### config.mk
export PLATFORM = sky130hd
export DESIGN_NAME = vid_pattern_gen
export DESIGN_NICKNAME = d
export VERILOG_FILES = /design/src/rtl/vid_dbg_pkg.sv /design/src/rtl/vid_pattern_data.sv /design/src/rtl/vid_pattern_gen.sv
export SDC_FILE = /design/constraint.sdc
export NUM_CORES = 1
export LEC_CHECK = 0
export CORE_MARGIN = 4
export CORE_UTILIZATION = 44
export CTS_CLUSTER_SIZE = 16
export DETAILED_ROUTE_END_ITERATION = 6
export PLACE_DENSITY_LB_ADDON = 0.08
export SLEW_MARGIN = 20
export SYNTH_ARGS = -nofsm -noshare
export SYNTH_HDL_FRONTEND = slang
export SYNTH_SLANG_ARGS = --single-unit
### constraint.sdc
create_clock -name aclk -period 7.1 [get_ports aclk]
set_input_delay 1.42 -clock aclk [delete_from_list [all_inputs] [get_ports aclk]]
set_output_delay 1.42 -clock aclk [all_outputs]
set_load 0.05 [all_outputs]
### src/rtl/vid_dbg_pkg.sv
// Shared types for the video debug blocks.
//   state_e   : pattern generator FSM states
//   inject_e  : frame corruption types (encoding matches the inject_sel input)
//   pattern_e : pixel pattern selector (encoding matches the pattern_sel input)
//   MIN_SIZE  : smallest line length / frame height the generator will emit
package vid_dbg_pkg;

    typedef enum logic [0:0] {
        IDLE   = 1'b0,
        ACTIVE = 1'b1
    } state_e;

    typedef enum logic [2:0] {
        INJ_NONE      = 3'd0,
        INJ_EOL_EARLY = 3'd1,
        INJ_EOL_LATE  = 3'd2,
        INJ_SOF_EARLY = 3'd3,
        INJ_SOF_LATE  = 3'd4
    } inject_e;

    typedef enum logic [1:0] {
        PAT_HRAMP   = 2'd0,
        PAT_VRAMP   = 2'd1,
        PAT_CHECKER = 2'd2,
        PAT_FLAT    = 2'd3
    } pattern_e;

    localparam int MIN_SIZE = 2;

    // Codes 5-7 are reserved and behave as "no injection".
    function automatic inject_e decode_inject(input logic [2:0] sel);
        case (sel)
            3'd1:    return INJ_EOL_EARLY;
            3'd2:    return INJ_EOL_LATE;
            3'd3:    return INJ_SOF_EARLY;
            3'd4:    return INJ_SOF_LATE;
            default: return INJ_NONE;
        endcase
    endfunction

endpackage

### src/rtl/vid_pattern_data.sv
// Pixel value generator: purely combinational map of (pattern, x, y, frame count)
// to a tdata word.
// Ports:
//   pattern_i   : selected pattern
//   x_i, y_i    : pixel / line position of the beat
//   frame_cnt_i : low byte of the completed-frame counter (flat pattern)
//   data_o      : pixel value, DATA_WIDTH bits
module vid_pattern_data
    import vid_dbg_pkg::*;
#(
    parameter int DATA_WIDTH = 24,
    parameter int XW         = 12,
    parameter int YW         = 12
) (
    input  pattern_e                pattern_i,
    input  logic [XW-1:0]           x_i,
    input  logic [YW-1:0]           y_i,
    input  logic [7:0]              frame_cnt_i,
    output logic [DATA_WIDTH-1:0]   data_o
);

    always_comb begin
        data_o = '0;
        case (pattern_i)
            PAT_HRAMP:   data_o = DATA_WIDTH'(x_i);
            PAT_VRAMP:   data_o = DATA_WIDTH'(y_i);
            PAT_CHECKER: data_o = (x_i[3] ^ y_i[3]) ? '1 : '0;
            default: begin
                // Bytes fill from the MSB down; any bits below the last whole byte stay 0.
                for (int i = 0; i < DATA_WIDTH / 8; i++) begin
                    data_o[DATA_WIDTH-1-8*i -: 8] = frame_cnt_i;
                end
            end
        endcase
    end

endmodule

### src/rtl/vid_pattern_gen.sv
// AXI4-Stream video frame source. Emits hsize x vsize frames with tuser = SOF and
// tlast = EOL, and can corrupt a single frame (early/late EOL on line 0, or one
// line too few/many) to exercise a downstream frame-size checker.
// Ports:
//   aclk, resetn         : clock, synchronous active-low reset
//   enable               : frames are generated while high
//   hsize, vsize         : frame size, clamped to [2, MAX], sampled at frame start
//   pattern_sel          : 0 h-ramp, 1 v-ramp, 2 checkerboard, 3 flat
//   inject_sel/req       : arm one corrupted frame (1 eol_early, 2 eol_late,
//                          3 sof_early, 4 sof_late)
//   m_axis_*             : registered AXI4-Stream master
//   frame_cnt            : completed frames, wraps
//   busy                 : FSM is ACTIVE
//   inject_done          : one-cycle pulse after the injected frame's last beat
//
// Handshake: a beat transfers on a rising edge where tvalid and tready are both
// high. Once tvalid is raised, tvalid/tdata/tlast/tuser are held unchanged until
// that transfer; the x/y counters only move on a transfer.
module vid_pattern_gen
    import vid_dbg_pkg::*;
#(
    parameter int MAX_HSIZE  = 1920,
    parameter int MAX_VSIZE  = 1080,
    parameter int DATA_WIDTH = 24
) (
    input  logic                          aclk,
    input  logic                          resetn,
    input  logic                          enable,
    input  logic [$clog2(MAX_HSIZE):0]    hsize,
    input  logic [$clog2(MAX_VSIZE):0]    vsize,
    input  logic [1:0]                    pattern_sel,
    input  logic [2:0]                    inject_sel,
    input  logic                          inject_req,
    output logic [DATA_WIDTH-1:0]         m_axis_tdata,
    output logic                          m_axis_tvalid,
    input  logic                          m_axis_tready,
    output logic                          m_axis_tlast,
    output logic                          m_axis_tuser,
    output logic [31:0]                   frame_cnt,
    output logic                          busy,
    output logic                          inject_done
);

    // One extra bit over $clog2(MAX) so MAX+1 (eol_late / sof_late) fits.
    localparam int HW = $clog2(MAX_HSIZE) + 1;
    localparam int VW = $clog2(MAX_VSIZE) + 1;

    function automatic logic [HW-1:0] clamp_h(input logic [HW-1:0] v);
        if (v < HW'(MIN_SIZE))  return HW'(MIN_SIZE);
        if (v > HW'(MAX_HSIZE)) return HW'(MAX_HSIZE);
        return v;
    endfunction

    function automatic logic [VW-1:0] clamp_v(input logic [VW-1:0] v);
        if (v < VW'(MIN_SIZE))  return VW'(MIN_SIZE);
        if (v > VW'(MAX_VSIZE)) return VW'(MAX_VSIZE);
        return v;
    endfunction

    // Only line 0 of an EOL-injected frame has a modified length.
    function automatic logic [HW-1:0] line_len(input logic [HW-1:0] h, input inject_e inj,
                                               input logic [VW-1:0] y);
        if (y == '0 && inj == INJ_EOL_EARLY) return h - HW'(1);
        if (y == '0 && inj == INJ_EOL_LATE)  return h + HW'(1);
        return h;
    endfunction

    function automatic logic [VW-1:0] frame_ht(input logic [VW-1:0] v, input inject_e inj);
        if (inj == INJ_SOF_EARLY) return v - VW'(1);
        if (inj == INJ_SOF_LATE)  return v + VW'(1);
        return v;
    endfunction

    state_e                  state_q, state_d;
    logic [HW-1:0]           h_q, h_d;
    logic [VW-1:0]           v_q, v_d;
    pattern_e                pat_q, pat_d;
    inject_e                 cur_inj_q, cur_inj_d;
    logic                    armed_q, armed_d;
    inject_e                 arm_type_q, arm_type_d;
    logic [HW-1:0]           x_q, x_d;
    logic [VW-1:0]           y_q, y_d;
    logic                    tvalid_q, tvalid_d;
    logic [DATA_WIDTH-1:0]   tdata_q, tdata_d;
    logic                    tlast_q, tlast_d;
    logic                    tuser_q, tuser_d;
    logic [31:0]             frame_cnt_q, frame_cnt_d;
    logic                    inject_done_q, inject_done_d;

    logic                    handshake;
    logic [HW-1:0]           cur_len;
    logic [VW-1:0]           cur_ht;
    logic                    last_beat;
    logic                    start;
    logic                    load;
    logic                    stop;
    logic [DATA_WIDTH-1:0]   pix_data;
    inject_e                 req_type;

    assign handshake = tvalid_q & m_axis_tready;
    assign cur_len   = line_len(h_q, cur_inj_q, y_q);
    assign cur_ht    = frame_ht(v_q, cur_inj_q);
    assign last_beat = (x_q == cur_len - HW'(1)) && (y_q == cur_ht - VW'(1));
    assign req_type  = decode_inject(inject_sel);

    // FSM, counters, config capture and injection arming.
    always_comb begin
        state_d       = state_q;
        h_d           = h_q;
        v_d           = v_q;
        pat_d         = pat_q;
        cur_inj_d     = cur_inj_q;
        armed_d       = armed_q;
        arm_type_d    = arm_type_q;
        x_d           = x_q;
        y_d           = y_q;
        frame_cnt_d   = frame_cnt_q;
        inject_done_d = 1'b0;
        start         = 1'b0;
        load          = 1'b0;
        stop          = 1'b0;

        case (state_q)
            IDLE: begin
                if (enable) start = 1'b1;
            end
            ACTIVE: begin
                if (handshake) begin
                    if (last_beat) begin
                        frame_cnt_d   = frame_cnt_q + 32'd1;
                        inject_done_d = (cur_inj_q != INJ_NONE);
                        if (enable) begin
                            start = 1'b1;
                        end else begin
                            state_d   = IDLE;
                            cur_inj_d = INJ_NONE;
                            stop      = 1'b1;
                        end
                    end else begin
                        load = 1'b1;
                        if (x_q == cur_len - HW'(1)) begin
                            x_d = '0;
                            y_d = y_q + VW'(1);
                        end else begin
                            x_d = x_q + HW'(1);
                        end
                    end
                end
            end
            default: state_d = IDLE;
        endcase

        if (start) begin
            state_d   = ACTIVE;
            h_d       = clamp_h(hsize);
            v_d       = clamp_v(vsize);
            pat_d     = pattern_e'(pattern_sel);
            cur_inj_d = armed_q ? arm_type_q : INJ_NONE;
            armed_d   = 1'b0;
            x_d       = '0;
            y_d       = '0;
            load      = 1'b1;
        end

        // Evaluated after the frame-start disarm, so a request coinciding with a
        // frame start arms the following frame. The registered arm and in-flight
        // state gate it, so a request is dropped while armed or injecting.
        if (inject_req && req_type != INJ_NONE && !armed_q && cur_inj_q == INJ_NONE) begin
            armed_d    = 1'b1;
            arm_type_d = req_type;
        end
    end

    vid_pattern_data #(
        .DATA_WIDTH (DATA_WIDTH),
        .XW         (HW),
        .YW         (VW)
    ) u_data (
        .pattern_i   (pat_d),
        .x_i         (x_d),
        .y_i         (y_d),
        .frame_cnt_i (frame_cnt_d[7:0]),
        .data_o      (pix_data)
    );

    // Next AXI output word: the beat at (x_d, y_d) under the next-frame config.
    always_comb begin
        tvalid_d = tvalid_q;
        tdata_d  = tdata_q;
        tlast_d  = tlast_q;
        tuser_d  = tuser_q;
        if (load) begin
            tvalid_d = 1'b1;
            tdata_d  = pix_data;
            tlast_d  = (x_d == line_len(h_d, cur_inj_d, y_d) - HW'(1));
            tuser_d  = (x_d == '0) && (y_d == '0);
        end else if (stop) begin
            tvalid_d = 1'b0;
            tlast_d  = 1'b0;
            tuser_d  = 1'b0;
        end
    end

    always_ff @(posedge aclk) begin
        if (!resetn) begin
            state_q       <= IDLE;
            h_q           <= '0;
            v_q           <= '0;
            pat_q         <= PAT_HRAMP;
            cur_inj_q     <= INJ_NONE;
            armed_q       <= 1'b0;
            arm_type_q    <= INJ_NONE;
            x_q           <= '0;
            y_q           <= '0;
            tvalid_q      <= 1'b0;
            tdata_q       <= '0;
            tlast_q       <= 1'b0;
            tuser_q       <= 1'b0;
            frame_cnt_q   <= '0;
            inject_done_q <= 1'b0;
        end else begin
            state_q       <= state_d;
            h_q           <= h_d;
            v_q           <= v_d;
            pat_q         <= pat_d;
            cur_inj_q     <= cur_inj_d;
            armed_q       <= armed_d;
            arm_type_q    <= arm_type_d;
            x_q           <= x_d;
            y_q           <= y_d;
            tvalid_q      <= tvalid_d;
            tdata_q       <= tdata_d;
            tlast_q       <= tlast_d;
            tuser_q       <= tuser_d;
            frame_cnt_q   <= frame_cnt_d;
            inject_done_q <= inject_done_d;
        end
    end

    assign m_axis_tvalid = tvalid_q;
    assign m_axis_tdata  = tdata_q;
    assign m_axis_tlast  = tlast_q;
    assign m_axis_tuser  = tuser_q;
    assign frame_cnt     = frame_cnt_q;
    assign busy          = (state_q == ACTIVE);
    assign inject_done   = inject_done_q;

endmodule

# Yosys cells after proc, flatten, opt, wreduce, memory -nomap -nowiden
# Cells that the tools add are included.
# word_totals
register_bits	118
inputBits	34
out_inout_bits	61
word_cells	159
# op_classes
n_addsub	12
order_cmp	4
n_eq_ne	15
mux	88
bitwise	3
reduce_logical	21
# op_table
op	n
$mux W12	32
$pmux W24 S3	1
$sub A12 B1 Y12 const B	6
$add A12 B1 Y12 const B	5
$mux W1	42
$eq A12 B12 Y1	3
$logic_not A12 Y1	3
$add A32 B1 Y32 const B	1
$gt A12 B11 Y1 const B	2
$lt A12 B2 Y1 const B	2
$mux W24	1
$mux W8	3
$mux W3	6
$eq A3 B2 Y1 const B	5
$pmux W3 S4	1
$eq A3 B1 Y1 const B	3
$logic_and A1 B1 Y1	9
$eq A3 B3 Y1 const B	2
$reduce_bool A3 Y1	2
$reduce_and A4 Y1	1
$reduce_bool A2 Y1	2
$logic_not A3 Y1	1
$reduce_and A3 Y1	1
$eq A2 B1 Y1 const B	1
other kinds (8)	8

# Logic depth before layout (Yosys ltp)
# logic_depth
word_depth	27
ltp_mapped	34
mapped_depth_nobuf	29

# Cells and area by module
# From an unflattened synthesis, not the netlist that was laid out.
# unflattened
cells_unflattened	1280
hier_area_um2	9455.3
# modules_own_cells
mod	instances	cells_per_inst	area_per_inst_um2	seq_area_each_um2
vid_pattern_gen	1	1223	9054.9	2362.3
vid_pattern_data	1	57	400.4	0.0

# Least setup slack after synthesis
# OpenSTA, ideal clock, no wires.
# synth_path
path_type	register to register
from	register y_q[0]
to	register tlast_q, in the netlist m_axis_tlast
setup_time_ns	0.119
t_arrival_ns	6.462
required_time_ns	6.981
slack_ns	0.519
stages_incl_launch_ff	32
n_path_buf	4
period_less_slack_ns	6.581
cell_sequence	dfxtp_1 inv_1 ha_1 nor4b_1 nand4_1 buf_2 buf_2 a21oi_1 xnor2_1 ha_1 nand2_1 or4_1 a211oi_2 and2b_1 or4b_4 o31a_1 buf_6 buf_6 nor2_1 a21oi_1 inv_1 ha_1 inv_1 o32ai_1 nand4_1 a21oi_4 xor2_2 nand4_1 or3_1 a21o_1 a31o_1 o221a_2
# synth_between
elab_cells_between_ends	60
classes_between	add/sub: 5; eq/ne: 5; mux: 42; reduce/logical: 8
# synth_rtl
element	line	source
start, declared	vid_pattern_gen.sv:82	logic [VW-1:0] y_q, y_d;
start signal, assigned	vid_pattern_gen.sv:230	y_q <= y_d;
$logic_not A12 Y1	vid_pattern_gen.sv:63, vid_pattern_gen.sv:64	
$logic_and A1 B1 Y1	vid_pattern_gen.sv:64	if (y == '0 && inj == INJ_EOL_LATE) return h + HW'(1);
$mux W1 (2 in series)	vid_pattern_gen.sv:64	
$mux W12	vid_pattern_gen.sv:65	return h;
$mux W12	vid_pattern_gen.sv:64	
$sub A12 B1 Y12	vid_pattern_gen.sv:103	assign last_beat = (x_q == cur_len - HW'(1)) && (y_q == cur_ht - VW'(1));
$eq A12 B12 Y1	vid_pattern_gen.sv:103	
$logic_and A1 B1 Y1 *	vid_pattern_gen.sv:103	
[4 not listed]	n/a	
via h_d[1]	vid_pattern_gen.sv:75	logic [HW-1:0] h_q, h_d;
[1 not listed]	n/a	
$mux W12	vid_pattern_gen.sv:63	if (y == '0 && inj == INJ_EOL_EARLY) return h - HW'(1);
$mux W12	vid_pattern_gen.sv:64	
$mux W12	vid_pattern_gen.sv:65	
$mux W12 *	vid_pattern_gen.sv:64	
$mux W12 *	vid_pattern_gen.sv:192	if (load) begin
$sub A12 B1 Y12 *	vid_pattern_gen.sv:195	tlast_d = (x_d == line_len(h_d, cur_inj_d, y_d) - HW'(1));
$eq A12 B12 Y1 *	vid_pattern_gen.sv:195	
$mux W1 *	vid_pattern_gen.sv:192	
end signal, assigned	vid_pattern_gen.sv:233	tlast_q <= tlast_d;
end, declared	vid_pattern_gen.sv:85	logic tlast_q, tlast_d;
# The timed path passes the listed nets; every way through them passes the cells marked *. The select of a mux whose other input is x is not followed.
# A chain may end at the register's enable or synchronous reset.

# Final worst setup path
# layout_path
from	register v_q[1]
to	register tlast_q, in the netlist m_axis_tlast
# layout_between
elab_chain_cells	23
elab_cells_between_ends	53
classes_between	add/sub: 6; eq/ne: 4; mux: 38; reduce/logical: 5
# layout_rtl
element	line	source
start, declared	vid_pattern_gen.sv:76	logic [VW-1:0] v_q, v_d;
start signal, assigned	vid_pattern_gen.sv:224	v_q <= v_d;
$sub A12 B1 Y12	vid_pattern_gen.sv:69	if (inj == INJ_SOF_EARLY) return v - VW'(1);
$mux W12	vid_pattern_gen.sv:69	
$mux W12	vid_pattern_gen.sv:70	if (inj == INJ_SOF_LATE) return v + VW'(1);
$mux W12	vid_pattern_gen.sv:71	return v;
$mux W12 *	vid_pattern_gen.sv:70	
$sub A12 B1 Y12 *	vid_pattern_gen.sv:103	
$eq A12 B12 Y1 *	vid_pattern_gen.sv:103	
$logic_and A1 B1 Y1 *	vid_pattern_gen.sv:103	
branches (longest 15 deep; another with $sub A12 B1 Y12)	n/a	
# Every way passes the cells marked *. The select of a mux whose other input is x is not followed.

==> key figures <==
Synth
  – Primary FF master, synth: dfxtp_1
  – Register area share after synthesis: 0.2524
  – Ys async rst share: 0
  – Avg Cell Area, Syn: 7.435 um2
  – Synth Net Count: 1263
  – Post-synth EDFFs: 0
  – Post-synthesis cell type count: 99
  – Mapped Area: 9041 um2
  – Synth Warn #: 0
  – Flops & latches, synth: 114
  – Post-Syn Instances: 1216

Critical path
  – CP Launch Type: register
  – Arr. time, crit path: 7.00 ns
  – Crit Path Max Fanout: 10
  – Delay of the slowest critical-path stage: 0.72 ns
  – CP top delay family: compound AO/OA/AOI/OAI gates
  – Crit end category: register
  – WS Path Type: reg -> reg
  – CP max-delay cell: o21ai_1
  – Worst-path cell chain: inv_1, ha_1, or4b_2, a21oi_1, o22ai_1, a21oi_1, buf_4, and3_1, a211oi_1, o21ai_1, nand4_1, o21ai_1, o22ai_1, a221o_2, nor2_1, xnor2_1, ha_1, inv_1, or3_1, a41oi_1, a2111oi_2, and3_1, o221a_2
  – Worst Path Required: 7.42 ns
  – Buf/Inv on CP: 3

Power and ir drop
  – Clock share of power: 0.455
  – Pwr per Cell Area: 177.6 nW/um2
  – Final Total Pwr: 1.922 mW
  – Seq pwr share: 0.357
  – Leakage: 3.903 nW
  – Comb pwr share: 0.189
  – VDD IR-drop max: 0.1734 mV
  – NetSw: 627.6 uW
  – Sw frac: 0.3265
  – Internal power: 1.295 mW

Die
  – Die Wd: 151.3 um
  – Core area: 20230 um2
  – Starting Density: 0.4468
  – Die height: 151.3 um
  – # rows: 52
  – Die footprint: 22910 um2
  – Num ports: 95

CTS
  – H-tree levels: 4
  – Total CTS buffers: 17
  – Clk slew on worst S/H paths: 0.06 ns
  – Max Root-Sink Buffers: 2
  – Clock root cell: clkbuf_16
  – Later-pin clock latency in the skew report: 0.43 ns
  – CTS tree: built
  – CTS sink count: 114
  – Hold_buf cts: 0

Placement
  – Placer Congestion: 0.9166
  – Port Buffers: 94
  – Hpwl dp: 21.00 mm
  – Placed cell area: 10160 um2

Layout
  – Most frequent cells in the layout: nor2_1, dfxtp_1, clkdlybuf4s50_1, nand2_1, o21ai_0
  – Layout cells sized above 1: 0.08746
  – Post-layout instance area: 10830 um2
  – Commonest non-fill, non-tap cell in the layout: nor2_1
  – Sequential cell area: 2285 um2
  – Area Overhead vs Synth: 19.75%
  – FILL cells: 1940
  – Area of the multi-input gates: 6306 um2
  – Antenna diode count: 0
  – Final net count: 1326

Drt
  – Post-DRT Antenna Nets: 0
  – Vias post-DR: 9219
  – Wire length per cell: 18.34 um
  – Final WL: 28.65 mm
  – Vias per Instance: 5.902
  – DRT Pass-1 Iters: 5
  – DRC: 0
  – Starting DRT DRC Count: 791

Global route
  – Vias in the first global route: 8635
  – Largest net degree at the start of global routing: 74
  – Global route overflow: 0
  – Antenna violations before repair: 0
  – Global-route wire length before repair: 46.06 mm
  – GRT Total Usage: 0.2534

Timing
  – Hold Vio Cnt, Final: 0
  – Least-Margin Pin Slew: 0.9051 ns
  – Relative slew slack: 0.3966
  – Final setup fails: 0
  – Final clock skew: 0.01355 ns
  – Slew Viols, Final: 0
  – Fmax: 149.7 MHz
  – Final min period: 6.678 ns
  – Final period util: 0.9406

Job
  – Max-Cap Viols: 0

Worst hold path
  – Worst min-delay path class: reg -> reg

Status
  – Status: completed
==> cell families after synthesis <==
group | share of synthesized area
compound gates | 0.2055
xor+xnor | 0.1092
fa+ha+maj | 0.01799
buf+inv | 0.05702
flops | 0.2524
mux | 0.02615
simple gates | 0.3317
==> metal layers <==
layer,part of all wire,vias to the layer above,wire length [um],GRT usage
met4,0.021,0,588,0.08794
met1,0.48,4298,13720,0.3566
met3,0.063,42,1803,0.05177
met5,0,-,0,0
li1,-,4558,-,-
met2,0.44,321,12540,0.3848
==> sequential cells by signal, summed over array words and instances, names as in the netlist <==
name           flops
pat_q              2
y_q               12
m_axis_tdata      20
cur_inj_q          3
m_axis_tuser       1
busy               1
arm_type_q         3
m_axis_tlast       1
inject_done        1
x_q               12
m_axis_tvalid      1
h_q               12
v_q               12
frame_cnt         32
armed_q            1
==> worst min-delay path, stage by stage, from the launching register on <==
cell	delay (ns)
dfxtp_1	0.31
nand2_1	0.06
a21oi_1	0.06
==> final cells by class <==
type	instances	area share
Clock buffer	17	0.03929
Clock inverter	15	0.01514
Inverter	35	0.01213
Multi-Input combinational cell	986	0.5825
Sequential cell	114	0.2110
Tap cell	270	0.03120
Timing Repair Buffer	125	0.1087
==> what timing repair did <==
action / CTS / global route
endpoints found under the hold margin: 0 / 0
gates resized for setup: 0 / 14
buffers inserted: 0 / 1
setup endpoints to repair: 0 / 1
==> worst paths after layout <==
check	end	start	slack [ns]	cells past startpoint
worst max-delay path	m_axis_tlast	v_q[1]	0.42	23
worst min-delay path	m_axis_tuser	m_axis_tuser	0.47	2
worst max register to register	m_axis_tlast	v_q[1]	0.42	23
worst min register to register	m_axis_tuser	m_axis_tuser	0.47	2
==> synth_stat cells, types with 6 or more instances <==
library cell    n  area (um2)
a211oi_1       11       82.58
a21oi_1        58       290.3
a22oi_1         6       45.04
a31oi_1        13       81.33
and2_1         27       168.9
and3_1         26       162.7
and4_1         16       140.1
buf_2          10       50.05
buf_6           7       78.83
clkbuf_1       55       206.5
dfxtp_1       114        2282
ha_1           13       162.7
inv_1          35       131.4
mux2i_1        18       180.2
nand2_1        92       345.3
nand2b_1        6       37.54
nand3_1        65       325.3
nand4_1        34       212.7
nor2_1        149       559.3
nor2b_1        10       62.56
nor3_1         51       255.2
nor4_1         17       106.4
o211ai_1        7       52.55
o21a_1          7       52.55
o21ai_0        71       355.3
o22ai_1        11       68.82
o31ai_1        10       75.07
or3_1          33       206.5
xnor2_1        54       473.0
xor2_1         44       385.4
==> power by group through the flow <==
stage | Clock [mW] | Combinational, mW | Sequential, mW
finish | 0.874 | 0.362 | 0.686
CTS | 0.885 | 0.353 | 0.685
floorplan | 0 | 0.227 | 0.717
detailed placement | 0 | 0.351 | 0.699
global route | 0.914 | 0.393 | 0.689
global placement | 0 | 0.350 | 0.700
==> per-stage QoR <==
stage               worst slack (ns)  instances  utilization  TNS [ns]  hold slack, ns
detailed placement            0.1101       1529       0.5022         0          0.4610
finish                        0.4219       1562       0.5351         0          0.4700
CTS                          0.04168       1561       0.5314         0          0.4718
floorplan                     0.5191       1216            -         0          0.4641
global placement              0.2748       1529       0.5022         0          0.4498
global route                -0.01975       1562       0.5351  -0.01975          0.4955
No activity file was read; power rests on OpenSTA's default activity.
